===== src/rtl/shbus_arbiter.sv =====
// Two-requester, burst-locked round-robin arbiter onto one shared sharing port.
// Beats enter in bus (bit-major) order and leave registered in shares (share-major) order.
module shbus_arbiter #(
  parameter int d     = 2,
  parameter int count = 8,
  parameter int burst = 4
) (
  input  logic                 clk,
  input  logic                 rst,
  input  logic [d*count-1:0]   req0_shbus,
  input  logic                 req0_valid,
  output logic                 req0_ready,
  input  logic [d*count-1:0]   req1_shbus,
  input  logic                 req1_valid,
  output logic                 req1_ready,
  output logic [d*count-1:0]   out_shares,
  output logic                 out_valid,
  input  logic                 out_ready,
  output logic                 out_src,
  output logic                 out_last
);

  localparam int W  = d * count;
  localparam int BW = (burst > 1) ? $clog2(burst) : 1;
  localparam logic [BW-1:0] LAST_BEAT = BW'(burst - 1);

  typedef enum logic [1:0] {IDLE, GRANT0, GRANT1} state_t;

  state_t          state_q;
  logic [BW-1:0]   beat_cnt_q;
  logic            last_q;
  logic            out_valid_q;
  logic            out_src_q;
  logic            out_last_q;
  logic [W-1:0]    out_shares_q;
  logic [W-1:0]    out_shares_d;

  // Bus bit i share j (index d*i+j) moves to share j bit i (index count*j+i).
  function automatic logic [W-1:0] shbus2shares(input logic [W-1:0] bus);
    logic [W-1:0] sh;
    sh = '0;
    for (int i = 0; i < count; i++) begin
      for (int j = 0; j < d; j++) begin
        sh[count*j + i] = bus[d*i + j];
      end
    end
    return sh;
  endfunction

  logic out_free;
  logic load0, load1, load;
  logic beat_last;

  // The output slot is free when empty or draining this cycle; no path from reqX_valid.
  assign out_free   = out_ready | ~out_valid_q;
  assign req0_ready = (state_q == GRANT0) & out_free;
  assign req1_ready = (state_q == GRANT1) & out_free;

  assign load0        = req0_valid & req0_ready;
  assign load1        = req1_valid & req1_ready;
  assign load         = load0 | load1;
  assign beat_last    = (beat_cnt_q == LAST_BEAT);
  assign out_shares_d = shbus2shares(load1 ? req1_shbus : req0_shbus);

  always_ff @(posedge clk or posedge rst) begin
    if (rst) begin
      state_q      <= IDLE;
      beat_cnt_q   <= '0;
      last_q       <= 1'b1;
      out_valid_q  <= 1'b0;
      out_shares_q <= '0;
      out_src_q    <= 1'b0;
      out_last_q   <= 1'b0;
    end else begin
      case (state_q)
        IDLE: begin
          if (req0_valid && req1_valid) state_q <= last_q ? GRANT0 : GRANT1;
          else if (req0_valid)          state_q <= GRANT0;
          else if (req1_valid)          state_q <= GRANT1;
        end
        GRANT0, GRANT1: begin
          // Grant stays locked until the final beat of the burst is accepted.
          if (load) begin
            if (beat_last) begin
              beat_cnt_q <= '0;
              last_q     <= load1;
              state_q    <= IDLE;
            end else begin
              beat_cnt_q <= beat_cnt_q + BW'(1);
            end
          end
        end
        default: state_q <= IDLE;
      endcase

      if (load) begin
        out_valid_q  <= 1'b1;
        out_shares_q <= out_shares_d;
        out_src_q    <= load1;
        out_last_q   <= beat_last;
      end else if (out_ready) begin
        out_valid_q  <= 1'b0;
      end
    end
  end

  assign out_valid  = out_valid_q;
  assign out_shares = out_shares_q;
  assign out_src    = out_src_q;
  assign out_last   = out_last_q;

endmodule


===== config.mk =====
export PLATFORM = sky130hd
export DESIGN_NAME = shbus_arbiter
export DESIGN_NICKNAME = d
export VERILOG_FILES = /design/src/rtl/shbus_arbiter.sv
export SDC_FILE = /design/constraint.sdc
export NUM_CORES = 1
export LEC_CHECK = 0
export BUFFER_PORTS_ARGS = -buffer_cell sky130_fd_sc_hd__buf_2
export CORE_UTILIZATION = 42
export CTS_BUF_LIST = sky130_fd_sc_hd__clkbuf_16
export CTS_CLUSTER_SIZE = 24
export DETAILED_ROUTE_END_ITERATION = 8
export GPL_ROUTABILITY_DRIVEN = 0
export PLACE_DENSITY = 0.72
export SYNTH_ARGS = -nofsm -noshare
export SYNTH_HDL_FRONTEND = slang
export SYNTH_SLANG_ARGS = --single-unit

===== constraint.sdc =====
create_clock -name clk -period 3.38 [get_ports clk]
set_input_delay 0.676 -clock clk [delete_from_list [all_inputs] [get_ports clk]]
set_output_delay 0.676 -clock clk [all_outputs]
set_load 0.05 [all_outputs]

---- Word level (Yosys, flattened, before mapping) ----
Index checks and enable logic that the tools add are counted.
word-level totals
  flip-flop bits (word level) ............. 24
  output and inout bits ................... 21
  logic and storage cells ................. 39
operators by class
  $add $sub $neg .......................... 1
  equality and inequality tests ........... 6
  muxes and demuxes ....................... 11
  bitwise logic cells ..................... 7
  reductions and logical operators ........ 7
operators by type and width
  kind                                                 number
  2-to-1 mux 16 bit                                    1
  2-to-1 mux 2 bit                                     7
  AND reduction 3 bit                                  2
  AND 1 bit                                            4
  equality test 2 bit, second input constant           2
  inequality test 2 bit, second input constant         2
  inequality test 4 bit, second input constant         1
  one-hot mux 2 bit (2 select lines)                   1
  adder 2 x 1 -> 2 bit, second input constant          1
  equality test 2 x 1 -> 1 bit, second input constant  1
  zero test 2 bit                                      1
  2-to-1 mux 1 bit                                     2
  bitwise OR 1 bit                                     2
  AND reduction 2 bit                                  1
  nonzero test 2 bit                                   1
  OR reduction 2 bit                                   1
  logical AND 1 bit                                    1
  NOT 1 bit                                            1

---- Longest topological paths before layout ----
  depth in word-level cells ............... 7
  depth in mapped cells ................... 7
  gate-level depth less buffers ........... 5

---- Least setup slack after synthesis ----
OpenSTA, ideal clock, no wires.
  path type ............................... in2out
  start ................................... input port out_ready
  end ..................................... output port req0_ready
  data arrival time ....................... 1.643 ns
  slack ................................... 1.061 ns
  stages .................................. 4
  buffers on the path ..................... 2
  cells stage by stage .................... nand2b_1 buf_2 buf_2 and2_1
between the ends
  longest elaborated chain between the ends .. 2
RTL lines
  element           line  RTL
  start, declared   18    input logic out_ready,
  bitwise OR 1 bit  55    assign out_free = out_ready | ~out_valid_q;
  AND 1 bit         56    assign req0_ready = (state_q == GRANT0) & out_free;
  end, declared     12    output logic req0_ready,
Every way passes these cells.

---- Worst setup path in the final report ----
  start ................................... register state_q[0]
  end ..................................... output port req1_ready
between the ends
  longest elaborated chain between the ends .. 2
RTL lines
  element                 line  RTL
  start, declared         29    state_t state_q;
  start signal, assigned  77    if (req0_valid && req1_valid) state_q <= last_q ? GRANT0 : GRANT1;
  equality test 2 bit     57    assign req1_ready = (state_q == GRANT1) & out_free;
  AND 1 bit               57
  end, declared           15    output logic req1_ready,
Every way passes these cells.

==> flow_summary.json <==
{
  "outcome": "finished, violations left",
  "failed_checks": "design-rule violations",
  "num_rows": 19,
  "cts_made_buffers": 3,
  "crit_path_end_kind": "output port",
  "cp-endpoint": "req1_ready",
  "ys.flop_type": "dfrtp_1",
  "htree_levels": 1,
  "post-route-period-util_pct": 61.18,
  "syn_nets": 179,
  "die_w_microns": 57.77,
  "min_period_ns": 2.068,
  "postCtsHoldBufs": 0,
  "fin_skew_ns": 0.001774,
  "worstPathCellList": "inv_1 > ha_1 > and2_1 > buf_2",
  "synth_top_area_share_pct": 44.06,
  "synth_area_leaders": "dfrtp_1 (44%), a31oi_1 (8.1%), nand3_1 (6.9%)",
  "grt_pass1_vias": 1215,
  "worst_pin_slew_ns": 0.8910,
  "cts_resized": 0,
  "ys_warn_count": 0,
  "synth_area_leader_cell": "dfrtp_1",
  "syn-cell-area_sq_um": 1306,
  "crit_start": "state_q[0]",
  "hpwlAfterDp_microns": 2291,
  "reg2reg_from": "state_q[0]",
  "coreArea_sq_um": 2853,
  "worstRegToRegCells": 5,
  "rsz0062_at_grt": "false",
  "tritoncts": "done",
  "vias": 1225,
  "crit_path_start_kind": "register",
  "final-hold-violation-count": 0,
  "gr-total-overflow": 0,
  "setup-violations-final": 0,
  "internal-power_uw": 896.4,
  "syn_inst": 138,
  "initial_core_util_pct": 45.79,
  "whs_ns": 0.4877,
  "postRouteAntennaNets": 0,
  "cts.sinks": 24,
  "portBuffers": 57,
  "drtIter0Drc": 42,
  "insertion_delay_ns": 0.26,
  "relSlewSlack_pct": 40.53,
  "rrSetupSlack_ns": 1.62,
  "wirelength_microns": 3175,
  "first_pass_iters": 6,
  "crit_required_ns": 2.70,
  "synthMostInstantiatedCell": "dfrtp_1",
  "ios": 58,
  "clk_transition_reported_paths_ns": 0.06,
  "cts-root-buf": "clkbuf_16",
  "ys_top_cells_by_count": "dfrtp_1 (23), nand3_1 (18), a21oi_1 (17), a31oi_1 (17), o21ai_0 (17)",
  "power_frac_clock_pct": 13.6,
  "grt_usage_pct": 21.30,
  "power_switching_uw": 974.3,
  "die_h_microns": 57.77,
  "drv_slew": 0,
  "grt_max_degree": 40,
  "worst-path-stages": 4,
  "async_reset_ff_share_pct": 100.0,
  "drc": 2,
  "hold_path_class": "register to register",
  "clock.fmax_mhz": 483.5,
  "post-place-ws_ns": 1.321,
  "layout_setup_ws_ns": 1.312,
  "multi_input_area_sq_um": 609.3,
  "power_mw": 1.871,
  "synth_edf_count": 0,
  "antennaDiodeCount": 0,
  "swShare_pct": 52.08,
  "ys_seq_elements": 24,
  "vdd_drop_max_mv": 0.5017,
  "wire_per_inst_microns": 14.50,
  "fin_nets": 230,
  "p_comb_share_pct": 58.8,
  "syn_area_per_cell_sq_um": 9.466,
  "cp_num_buf_inv": 2,
  "die_area_sq_um": 3337,
  "drive_above_1_share_pct": 36.17,
  "maxCapViolCount": 0,
  "grt_pass1_wl_microns": 5444,
  "power.density_nw_per_um2": 1140,
  "seq_area_sq_um": 601.8,
  "cts_setup_buffers": 0,
  "cpMaxStageDelayCell": "dfrtp_1",
  "fin_tns_setup_ns": 0,
  "seq_area_frac_synth_pct": 46.07,
  "p_seq_share_pct": 27.5,
  "critPathKind": "register to output port",
  "syn2layout_area_growth_pct": 25.57,
  "cp_top_family": "flip-flops",
  "r2r_end": "out_last",
  "drt-vias-per-instance": 5.594,
  "synth.distinct_cells": 27,
  "nFillCells": 275,
  "antenna_found_initial": 0,
  "arrival_ns": 1.39,
  "max-clock-path-buffers": 2,
  "crit_fanout": 4,
  "p_leak_nw": 0.7608,
  "critical-path-max-stage-delay_ns": 0.38
}
## how the worst min path moves through the flow
| stage | from | to | slack (ns) | depth (start not counted) |
|---|---|---|---|---|
| 3_3_place_gp | out_src | out_src | 0.46 | 1 |
| 6_report | out_src | out_src | 0.49 | 1 |
| 4_1_cts | out_src | out_src | 0.49 | 1 |
| 3_5_place_dp | out_src | out_src | 0.47 | 1 |
| 2_1_floorplan | beat_cnt_q[1] | beat_cnt_q[1] | 0.48 | 1 |
| 5_1_grt | out_src | out_src | 0.52 | 1 |
## power groups by stage
stage	sequential, mW	clock (mW)	combinational, mW
CTS	0.515	0.258	1.11
global route	0.533	0.269	1.19
finish	0.515	0.255	1.10
detailed placement	0.517	0	1.11
global placement	0.514	0	1.09
floorplan	0.893	0	0.514
## sequential cells by signal (all words and copies together) (netlist names)
signal,count
beat_cnt_q,2
last_q,1
out_last,1
out_shares,16
out_src,1
out_valid,1
state_q,2
## cell type report
cell class | count | area share (%)
Tap cell | 31 | 2.365
Clock inverter | 1 | 0.2288
Clock buffer | 3 | 4.577
Timing Repair Buffer | 58 | 17.85
Multi-Input combinational cell | 97 | 37.15
Inverter | 5 | 1.144
Sequential cell | 24 | 36.69
## layer usage
| layer | part of all wire [%] | vias up | track usage (%) |
|---|---|---|---|
| met5 | 0 | - | 0 |
| met4 | 1.4 | 0 | 7.143 |
| met3 | 4.3 | 4 | 2.679 |
| met2 | 51 | 41 | 37.71 |
| met1 | 44 | 570 | 27.02 |
| li1 | - | 610 | - |
## metrics by stage
| step | util [%] | cells | instance area, sq um |
|---|---|---|---|
| after global placement | 54.74 | 215 | 1562 |
| after floorplan | - | 138 | 1306 |
| final | 57.50 | 219 | 1640 |
| after detailed placement | 54.74 | 215 | 1562 |
| after CTS | 57.50 | 219 | 1640 |
| after global routing | 57.50 | 219 | 1640 |
## cell families after synthesis
family                     count (synthesis)  share of synthesized area, %
AOI/OAI and AO/OA                         56                         24.90
adders and majority gates                  4                         3.832
buffers and inverters                     17                         7.280
DFF                                       24                         46.07
muxes                                      5                         4.501
and+or+nand+nor                           32                         13.41
## placed cells by master, fill, tap and decap left out, drive strengths merged
| cell type | instances |
|---|---|
| a21boi | 1 |
| a21o | 1 |
| a21oi | 17 |
| a22o | 1 |
| a31oi | 17 |
| and2 | 4 |
| and2b | 2 |
| buf | 58 |
| clkbuf | 3 |
| dfrtp | 23 |
| dfstp | 1 |
| ha | 4 |
| inv | 6 |
| mux2 | 4 |
| mux2i | 1 |
| nand2 | 1 |
| nand2b | 3 |
| nand3 | 18 |
| nand4 | 2 |
| nor2 | 2 |
| o211ai | 1 |
| o21ai | 17 |
| o2bb2ai | 1 |
No activity file was read; power rests on OpenSTA's default activity.
